--- config.mk ---
export PLATFORM = sky130hd
export DESIGN_NAME = phase_inc_scheduler_flat
export DESIGN_NICKNAME = d
export VERILOG_FILES = /design/src/rtl/phase_inc_scheduler_pkg.sv /design/src/rtl/phase_inc_scheduler_if.sv /design/src/rtl/phase_inc_scheduler_slot_tag_delay.sv /design/src/rtl/phase_inc_scheduler.sv /design/src/flat_wrapper.sv
export SDC_FILE = /design/constraint.sdc
export NUM_CORES = 1
export LEC_CHECK = 0
export BUFFER_PORTS_ARGS = -buffer_cell sky130_fd_sc_hd__buf_2
export CORE_AREA = 2 2 48 50
export DETAILED_ROUTE_END_ITERATION = 7
export DIE_AREA = 0 0 50 52
export PLACE_DENSITY = 0.76
export SKIP_CTS_REPAIR_TIMING = 1
export SLEW_MARGIN = 20
export SYNTH_ARGS = -nofsm -noshare
export SYNTH_HDL_FRONTEND = slang
export SYNTH_SLANG_ARGS = --single-unit
--- constraint.sdc ---
create_clock -name clk -period 2.35 [get_ports clk]
set_input_delay 0.235 -clock clk [delete_from_list [all_inputs] [get_ports clk]]
set_output_delay 0.235 -clock clk [all_outputs]
set_load 0.1 [all_outputs]
--- src/rtl/phase_inc_scheduler_pkg.sv ---
// Shared constants, slot/tag payloads and FSM state type for the phase-increment slot scheduler.
package phase_inc_scheduler_pkg;

    localparam int unsigned NUM_BANKS      = 2;
    localparam int unsigned NUM_OPS        = 18;
    localparam int unsigned BANK_NUM_WIDTH = (NUM_BANKS > 1) ? $clog2(NUM_BANKS) : 1;
    localparam int unsigned OP_NUM_WIDTH   = (NUM_OPS > 1) ? $clog2(NUM_OPS) : 1;
    localparam int unsigned OVR_CNT_WIDTH  = 8;

    // One operator slot address
    typedef struct packed {
        logic [BANK_NUM_WIDTH-1:0] bank;
        logic [OP_NUM_WIDTH-1:0]   op;
    } slot_t;

    // Slot tag travelling alongside the register read / phase-increment pipeline
    typedef struct packed {
        logic  valid;
        slot_t slot;
    } tag_t;

    typedef enum logic [1:0] {
        IDLE  = 2'd0,
        ISSUE = 2'd1,
        DRAIN = 2'd2
    } state_t;

    // True for the final slot of a frame
    function automatic logic is_last_slot(input slot_t s);
        return (s.bank == BANK_NUM_WIDTH'(NUM_BANKS - 1)) &&
               (s.op   == OP_NUM_WIDTH'(NUM_OPS - 1));
    endfunction

endpackage

--- src/rtl/phase_inc_scheduler_if.sv ---
// Read-request and result-tag bundle between the scheduler and the phase datapath.
interface phase_inc_scheduler_if;
    import phase_inc_scheduler_pkg::*;

    logic                      rd_en;
    logic [BANK_NUM_WIDTH-1:0] rd_bank;
    logic [OP_NUM_WIDTH-1:0]   rd_op;
    logic                      res_valid;
    logic [BANK_NUM_WIDTH-1:0] res_bank;
    logic [OP_NUM_WIDTH-1:0]   res_op;
    logic                      frame_done;

    modport master (
        output rd_en, rd_bank, rd_op,
        output res_valid, res_bank, res_op, frame_done
    );

    modport slave (
        input rd_en, rd_bank, rd_op,
        input res_valid, res_bank, res_op, frame_done
    );

endinterface

--- src/rtl/phase_inc_scheduler_slot_tag_delay.sv ---
// Fixed-depth delay line for {valid, slot} tags; depth 0 is a wire.
module phase_inc_scheduler_slot_tag_delay
    import phase_inc_scheduler_pkg::*;
#(
    parameter int unsigned DEPTH = 2
) (
    input  logic clk,
    input  logic reset_n,
    input  tag_t i_tag,
    output tag_t o_tag
);

    generate
        if (DEPTH == 0) begin : g_bypass
            logic w_unused_clk_rst;
            assign w_unused_clk_rst = clk ^ reset_n;
            assign o_tag            = i_tag;
        end else begin : g_pipe
            tag_t r_pipe [DEPTH];

            // Shift tags one stage per cycle; reset drops every in-flight tag
            always_ff @(posedge clk) begin
                if (!reset_n) begin
                    for (int i = 0; i < int'(DEPTH); i++) begin
                        r_pipe[i] <= '0;
                    end
                end else begin
                    r_pipe[0] <= i_tag;
                    for (int i = 1; i < int'(DEPTH); i++) begin
                        r_pipe[i] <= r_pipe[i-1];
                    end
                end
            end

            assign o_tag = r_pipe[DEPTH-1];
        end
    endgenerate

endmodule

--- src/rtl/phase_inc_scheduler.sv ---
// Per-sample slot sequencer: walks bank 0 ops 0..17 then bank 1 ops 0..17 on each
// sample strobe, issues register reads and tags results leaving the phase-increment stage.
// Optional PHASE_SCHED_OVERRUN_CNT_EN adds a saturating count of ignored strobes.
module phase_inc_scheduler
    import phase_inc_scheduler_pkg::*;
#(
    parameter int unsigned RD_LATENCY   = 1,
    parameter int unsigned PIPE_LATENCY = 1
) (
    input  logic                     clk,
    input  logic                     reset_n,
    input  logic                     i_sample_clk_en,
    input  logic                     i_overrun_clr,
    phase_inc_scheduler_if.master    bus,
    output logic                     o_busy,
    output logic                     o_overrun
`ifdef PHASE_SCHED_OVERRUN_CNT_EN
   ,output logic [OVR_CNT_WIDTH-1:0] o_overrun_cnt
`endif
);

    localparam int unsigned TAG_DELAY = RD_LATENCY + PIPE_LATENCY;

    state_t r_state;
    state_t w_state_nxt;
    slot_t  r_cnt;
    slot_t  w_cnt_nxt;
    logic   r_rd_en;
    logic   w_rd_en_nxt;
    slot_t  r_rd_slot;
    slot_t  w_rd_slot_nxt;
    logic   r_busy;
    logic   r_overrun;
    tag_t   w_tag_in;
    tag_t   w_tag_out;
    logic   w_frame_done;
    logic   w_overrun_set;

    // Tag each read with its slot so it emerges alongside the matching phase_inc
    assign w_tag_in = '{valid: r_rd_en, slot: r_rd_slot};

    phase_inc_scheduler_slot_tag_delay #(
        .DEPTH (TAG_DELAY)
    ) u_slot_tag_delay (
        .clk     (clk),
        .reset_n (reset_n),
        .i_tag   (w_tag_in),
        .o_tag   (w_tag_out)
    );

    assign w_frame_done  = w_tag_out.valid && is_last_slot(w_tag_out.slot);
    assign w_overrun_set = i_sample_clk_en && (r_state != IDLE);

    // State, slot counter and registered read request
    always_ff @(posedge clk) begin
        if (!reset_n) begin
            r_state   <= IDLE;
            r_cnt     <= '0;
            r_rd_en   <= 1'b0;
            r_rd_slot <= '0;
            r_busy    <= 1'b0;
        end else begin
            r_state   <= w_state_nxt;
            r_cnt     <= w_cnt_nxt;
            r_rd_en   <= w_rd_en_nxt;
            r_rd_slot <= w_rd_slot_nxt;
            r_busy    <= (w_state_nxt != IDLE);
        end
    end

    // Next-state, slot advance and read issue
    always_comb begin
        w_state_nxt   = r_state;
        w_cnt_nxt     = r_cnt;
        w_rd_en_nxt   = 1'b0;
        w_rd_slot_nxt = '0;
        case (r_state)
            IDLE: begin
                if (i_sample_clk_en) begin
                    w_state_nxt = ISSUE;
                    w_cnt_nxt   = '0;
                end
            end
            ISSUE: begin
                w_rd_en_nxt   = 1'b1;
                w_rd_slot_nxt = r_cnt;
                if (is_last_slot(r_cnt)) begin
                    w_state_nxt = DRAIN;
                    w_cnt_nxt   = '0;
                end else if (r_cnt.op == OP_NUM_WIDTH'(NUM_OPS - 1)) begin
                    w_cnt_nxt.op   = '0;
                    w_cnt_nxt.bank = r_cnt.bank + BANK_NUM_WIDTH'(1);
                end else begin
                    w_cnt_nxt.op = r_cnt.op + OP_NUM_WIDTH'(1);
                end
            end
            DRAIN: begin
                if (w_frame_done) begin
                    w_state_nxt = IDLE;
                end
            end
            default: begin
                w_state_nxt = IDLE;
            end
        endcase
    end

    // Sticky overrun flag; a new overrun wins over a clear in the same cycle
    always_ff @(posedge clk) begin
        if (!reset_n) begin
            r_overrun <= 1'b0;
        end else if (w_overrun_set) begin
            r_overrun <= 1'b1;
        end else if (i_overrun_clr) begin
            r_overrun <= 1'b0;
        end
    end

`ifdef PHASE_SCHED_OVERRUN_CNT_EN
    logic [OVR_CNT_WIDTH-1:0] r_overrun_cnt;

    // Saturating count of ignored strobes; clear plus new overrun leaves one
    always_ff @(posedge clk) begin
        if (!reset_n) begin
            r_overrun_cnt <= '0;
        end else if (i_overrun_clr) begin
            r_overrun_cnt <= w_overrun_set ? OVR_CNT_WIDTH'(1) : '0;
        end else if (w_overrun_set && (r_overrun_cnt != {OVR_CNT_WIDTH{1'b1}})) begin
            r_overrun_cnt <= r_overrun_cnt + OVR_CNT_WIDTH'(1);
        end
    end

    assign o_overrun_cnt = r_overrun_cnt;
`endif

    assign bus.rd_en      = r_rd_en;
    assign bus.rd_bank    = r_rd_slot.bank;
    assign bus.rd_op      = r_rd_slot.op;
    assign bus.res_valid  = w_tag_out.valid;
    assign bus.res_bank   = w_tag_out.slot.bank;
    assign bus.res_op     = w_tag_out.slot.op;
    assign bus.frame_done = w_frame_done;
    assign o_busy         = r_busy;
    assign o_overrun      = r_overrun;

endmodule

--- src/flat_wrapper.sv ---
// flat-port wrapper written by rule: the top's interface ports become plain ports
module phase_inc_scheduler_flat import phase_inc_scheduler_pkg::*;
#(
    parameter int unsigned RD_LATENCY   = 1,
    parameter int unsigned PIPE_LATENCY = 1
)
  (clk, reset_n, i_sample_clk_en, i_overrun_clr, o_busy, o_overrun, bus_rd_en, bus_rd_bank, bus_rd_op, bus_res_valid, bus_res_bank, bus_res_op, bus_frame_done);
  phase_inc_scheduler_if bus_i ();
  input  logic clk;
  input  logic reset_n;
  input  logic i_sample_clk_en;
  input  logic i_overrun_clr;
  output logic o_busy;
  output logic o_overrun;
  output wire logic [$bits(bus_i.rd_en)-1:0] bus_rd_en;
  output wire logic [$bits(bus_i.rd_bank)-1:0] bus_rd_bank;
  output wire logic [$bits(bus_i.rd_op)-1:0] bus_rd_op;
  output wire logic [$bits(bus_i.res_valid)-1:0] bus_res_valid;
  output wire logic [$bits(bus_i.res_bank)-1:0] bus_res_bank;
  output wire logic [$bits(bus_i.res_op)-1:0] bus_res_op;
  output wire logic [$bits(bus_i.frame_done)-1:0] bus_frame_done;
  assign bus_rd_en = bus_i.rd_en;
  assign bus_rd_bank = bus_i.rd_bank;
  assign bus_rd_op = bus_i.rd_op;
  assign bus_res_valid = bus_i.res_valid;
  assign bus_res_bank = bus_i.res_bank;
  assign bus_res_op = bus_i.res_op;
  assign bus_frame_done = bus_i.frame_done;
  phase_inc_scheduler #(.RD_LATENCY(RD_LATENCY), .PIPE_LATENCY(PIPE_LATENCY)) u_core (.clk(clk), .reset_n(reset_n), .i_sample_clk_en(i_sample_clk_en), .i_overrun_clr(i_overrun_clr), .bus(bus_i), .o_busy(o_busy), .o_overrun(o_overrun));
endmodule
# ---- Word-level counts from Yosys, hierarchy flattened
# Memory sizes are Yosys's and may differ from the RTL's.
# Index checks and enable logic that the tools add are counted.
# W data, S select, Z words.
dict set report word_totals {
  n_memories 1
  elab_cells 47
  output_inout_bits 17
  register_bits 17
  ramBits 14
}
# memory depth word_bits read_ports rd_clocked_by_memory_dff write_ports line
set mem_list {}
lappend mem_list {u_core.u_slot_tag_delay.g_pipe.r_pipe 2 7 2 0 2 phase_inc_scheduler_slot_tag_delay.sv:19} ;# tag_t r_pipe [DEPTH];
dict set report classes {
  reduce_logical 12
  eq_ne 6
  mux 16
  addsub 2
  bitwise 2
}
# operator n
set op_table {}
lappend op_table {{$mux W7} 2}
lappend op_table {{$mux W6} 2}
lappend op_table {{$pmux W6 S2} 1}
lappend op_table {{$eq A5 B5 Y1 const B} 2}
lappend op_table {{$reduce_bool A2 Y1} 4}
lappend op_table {{$mux W1} 6}
lappend op_table {{$mux W2} 3}
lappend op_table {{$pmux W2 S3} 1}
lappend op_table {{$add A5 B1 Y5 const B} 1}
lappend op_table {{$mux W5} 1}
lappend op_table {{$logic_and A1 B1 Y1} 4}
lappend op_table {{$reduce_and A2 Y1} 2}
lappend op_table {{$ne A3 B1 Y1 const B} 1}
lappend op_table {{$reduce_and A3 Y1} 1}
lappend op_table {{$eq A2 B1 Y1 const B} 1}
lappend op_table {{$eq A2 B2 Y1 const B} 1}
lappend op_table {{$logic_not A2 Y1} 1}
lappend op_table {{$ne A2 B2 Y1 const B} 1}
lappend op_table {{$or A1 B1 Y1} 2}
lappend op_table {{$add A1 B1 Y1 const B} 1}

# ---- Logic depth before layout (Yosys ltp)
dict set report depth {
  word_depth 6
  depth_mapped 5
  mapped_depth_nobuf 5
}

# ---- Cells and area by module
# A second synthesis with hierarchy kept.
dict set report unflattened {
  cells_unflattened 107
  hier_area_um2 1164.9
}
# mod area_each_um2 n_inst cells_each seq_area_each_um2
set by_module_without_submodules {}
lappend by_module_without_submodules {phase_inc_scheduler 720.7 1 71 340.3}
lappend by_module_without_submodules {phase_inc_scheduler_slot_tag_delay 444.2 1 36 280.3}

# ---- Least setup slack after synthesis
# No wires, ideal clock.
dict set report synth_timing {
  path_kind {register -> output}
  from {memory u_core.u_slot_tag_delay.g_pipe.r_pipe[0][12] in the netlist's numbering}
  to {output bus_frame_done}
  path_stages_with_launch 2
  arrival_ns 1.901
  path_slack_ns 0.214
  path_cell_list {dfxtp_1 > and4_1}
}
# element line
set synth_rtl {}
lappend synth_rtl {{start, declared} phase_inc_scheduler_slot_tag_delay.sv:19}
lappend synth_rtl {{end, declared} flat_wrapper.sv:21} ;# output wire logic [$bits(bus_i.frame_done)-1:0] bus_frame_done;

==> summary.md <==
| Metric | Value |
|---|---|
| # diodes | `0` |
| Cell Chain, Critical Path | `nor4b_1 -> and4_1 -> buf_2` |
| Yosys cell types | `35` |
| Num CTS Buffers | `5` |
| Worst path max stage delay | `420 ps` |
| Peak VDD IR | `0.412 mV` |
| Number of antenna violations at the first check in global routing | `0` |
| FF+latch area | `621 sq um` |
| Vias in the first global route | `712` |
| Core Box Area | `0.00211 sq mm` |
| Final Wtd Congestion | `0.788` |
| Peak Freq | `0.524 GHz` |
| Layout cells sized above 1 | `25.4%` |
| MaxCap Viol Count | `0` |
| Commonest non-fill, non-tap cell in the layout | `dfxtp_1` |
| Crit-path max FO | `2` |
| DR iter-0 viols | `4` |
| Synthesized instance count | `100` |
| Multi-input gate area | `407 sq um` |
| Setup TNS | `0 ps` |
| CTS tree | `built` |
| Mapped Nets | `106` |
| Hold Violations, Final | `0` |
| Worst EP arrival | `1670 ps` |
| Fin nets | `125` |
| Syn. warnings | `0` |
| DR vias | `749` |
| PortBufs | `20` |
| Crit path time final | `1910 ps` |
| Crit. End Element | `output pin` |
| First-pass iteration count of the detailed router | `4` |
| Synth async-reset ratio | `0%` |
| Worst-Skew Late Latency | `320 ps` |
| GRT Overall Usage | `16.3%` |
| Drt wl/cell | `11.6 um` |
| Deepest clock path buffer count | `2` |
| Syn_area_per_cell | `10.9 sq um` |
| DIE WIDTH | `50 um` |
| Sequential fraction of the synthesis area | `57.1%` |
| Die H | `52 um` |
| Vias per cell | `5.13` |
| Most frequent cells in the layout | `dfxtp_1 (31), buf_2 (20), and2_1 (19)` |
| Largest net degree at the start of global routing | `23` |
| Outcome | `complete, no violations` |
| Period utilisation layout | `81.2%` |
| Worst-Margin Slew | `529 ps` |
| Total Wirelength | `1.69 mm` |
| Drt drc | `0` |
| Grt total ovfl | `0` |
| Post-synth top flop | `dfxtp_1` |
| Routed Antenna Nets | `0` |
| Post-Syn Area | `0.00109 sq mm` |
| Setup crit start kind | `register` |
| Area Growth Syn to Fin | `11.5%` |
| Power density cells | `715 mW/mm^2` |
| Synthesized flop and latch total | `31` |
| Hold WC Path Type | `in -> reg` |
| TritonCTS Sinks | `31` |
| Die area | `0.00260 sq mm` |
| Number of enable flip-flop cells after synthesis | `0` |
| H-tree depth | `2` |
| Slew Limit Fails | `0` |
| RSZ-0062 raised after global routing | `no` |
| Clk pin slew, worst setup/hold paths | `90 ps` |
| Setup violators final | `0` |
| Global-route wire length before repair | `2.93 mm` |
| # IOs | `21` |
| Critical path type | `reg -> out` |
| Slew HR | `64.6%` |
| Clock skew | `7.32 ps` |
| Root Driver | `clkbuf_4` |
| Slowest CP cell | `buf_2` |
| Starting Density | `51.6%` |
| Fill cell count | `190` |
| Req. time, crit path | `2120 ps` |
| HPWL Detailed | `1.16 mm` |
| Pwr Total | `866 uW` |
| Static Leak | `0.527 nW` |
| Rows | `17` |
cell usage after synthesis (2+ instances only):
master    number  area (sq um)
dfxtp_1       31           621
and2_1        19           119
nand3_1        6          30.0
buf_4          5          37.5
a32o_1         3          30.0
nor2_1         3          11.3
a21oi_1        2          10.0
ha_1           2          25.0
nand2_1        2          7.51
o21bai_1       2          15.0
per-layer routing:
metal  vias to the layer above  share of wire, %  GRT usage [%]
li1                        377                 -              -
met1                       349                44           15.8
met2                        16                46           25.2
met3                         7               5.8           6.61
met4                         0               4.2           17.6
met5                         -                 0              0
cell type report:
cell class	count	area share, %
Inverter	2	0.620
Timing Repair Buffer	20	8.26
Clock buffer	6	3.41
Sequential cell	31	51.2
Multi-Input combinational cell	59	33.6
Tap cell	28	2.89
logic make-up (layout without fill, tap and decap cells):
family                     count (synthesis)  count (layout)  share of synthesized area (%)
AOI/OAI and AO/OA                         13              13                           9.45
buffers and inverters                     10              28                           5.41
DFF                                       31              31                           57.1
adders and majority gates                  2               2                           2.30
xor gates and xnor gates                   1               1                          0.807
and+or+nand+nor                           43              43                           24.9
worst paths after layout:
kind	to	cells after the start	slack, ps	start
hold reg to reg	u_core.u_slot_tag_delay.g_pipe.r_pipe[0][8]	1	430	u_core.u_slot_tag_delay.g_pipe.r_pipe[0][1]
setup / recovery	bus_frame_done	3	440	u_core.u_slot_tag_delay.g_pipe.r_pipe[0][8]
hold / removal	u_core.o_overrun	3	170	i_overrun_clr
setup reg to reg	u_core.r_cnt[4]	4	1050	u_core.r_cnt[0]
sequential cells by signal, summed over array words and instances (netlist names):
register,count
u_core.bus.rd_bank,1
u_core.bus.rd_en,1
u_core.bus.rd_op,5
u_core.o_busy,1
u_core.o_overrun,1
u_core.r_cnt,6
u_core.r_state,2
u_core.u_slot_tag_delay.g_pipe.r_pipe,14
power breakdown:
group	internal, mW	leakage [nW]	total, mW	switching (mW)
Sequential	0.533	0.251	0.540	0.00694
Clock	0.106	0.0242	0.264	0.158
Combinational	0.0134	0.252	0.0627	0.0492
stage by stage:
stage	instances	instance area, sq um	utilization, %	hold slack [ps]	worst slack (ps)
4_1_cts	146	1210	57.5	162	394
5_1_grt	146	1210	57.5	171	221
2_1_floorplan	100	1090	-	396	214
3_3_place_gp	140	1170	55.6	415	801
3_5_place_dp	140	1170	55.6	418	758
6_report	146	1210	57.5	173	441
worst max-delay path: cells and delay by family, from the launching register on:
family | cells | cell delay [ps]
simple gates | 2 | 620
flops | 1 | 310
buf+inv | 1 | 420
(Power assumes the default switching activity.)
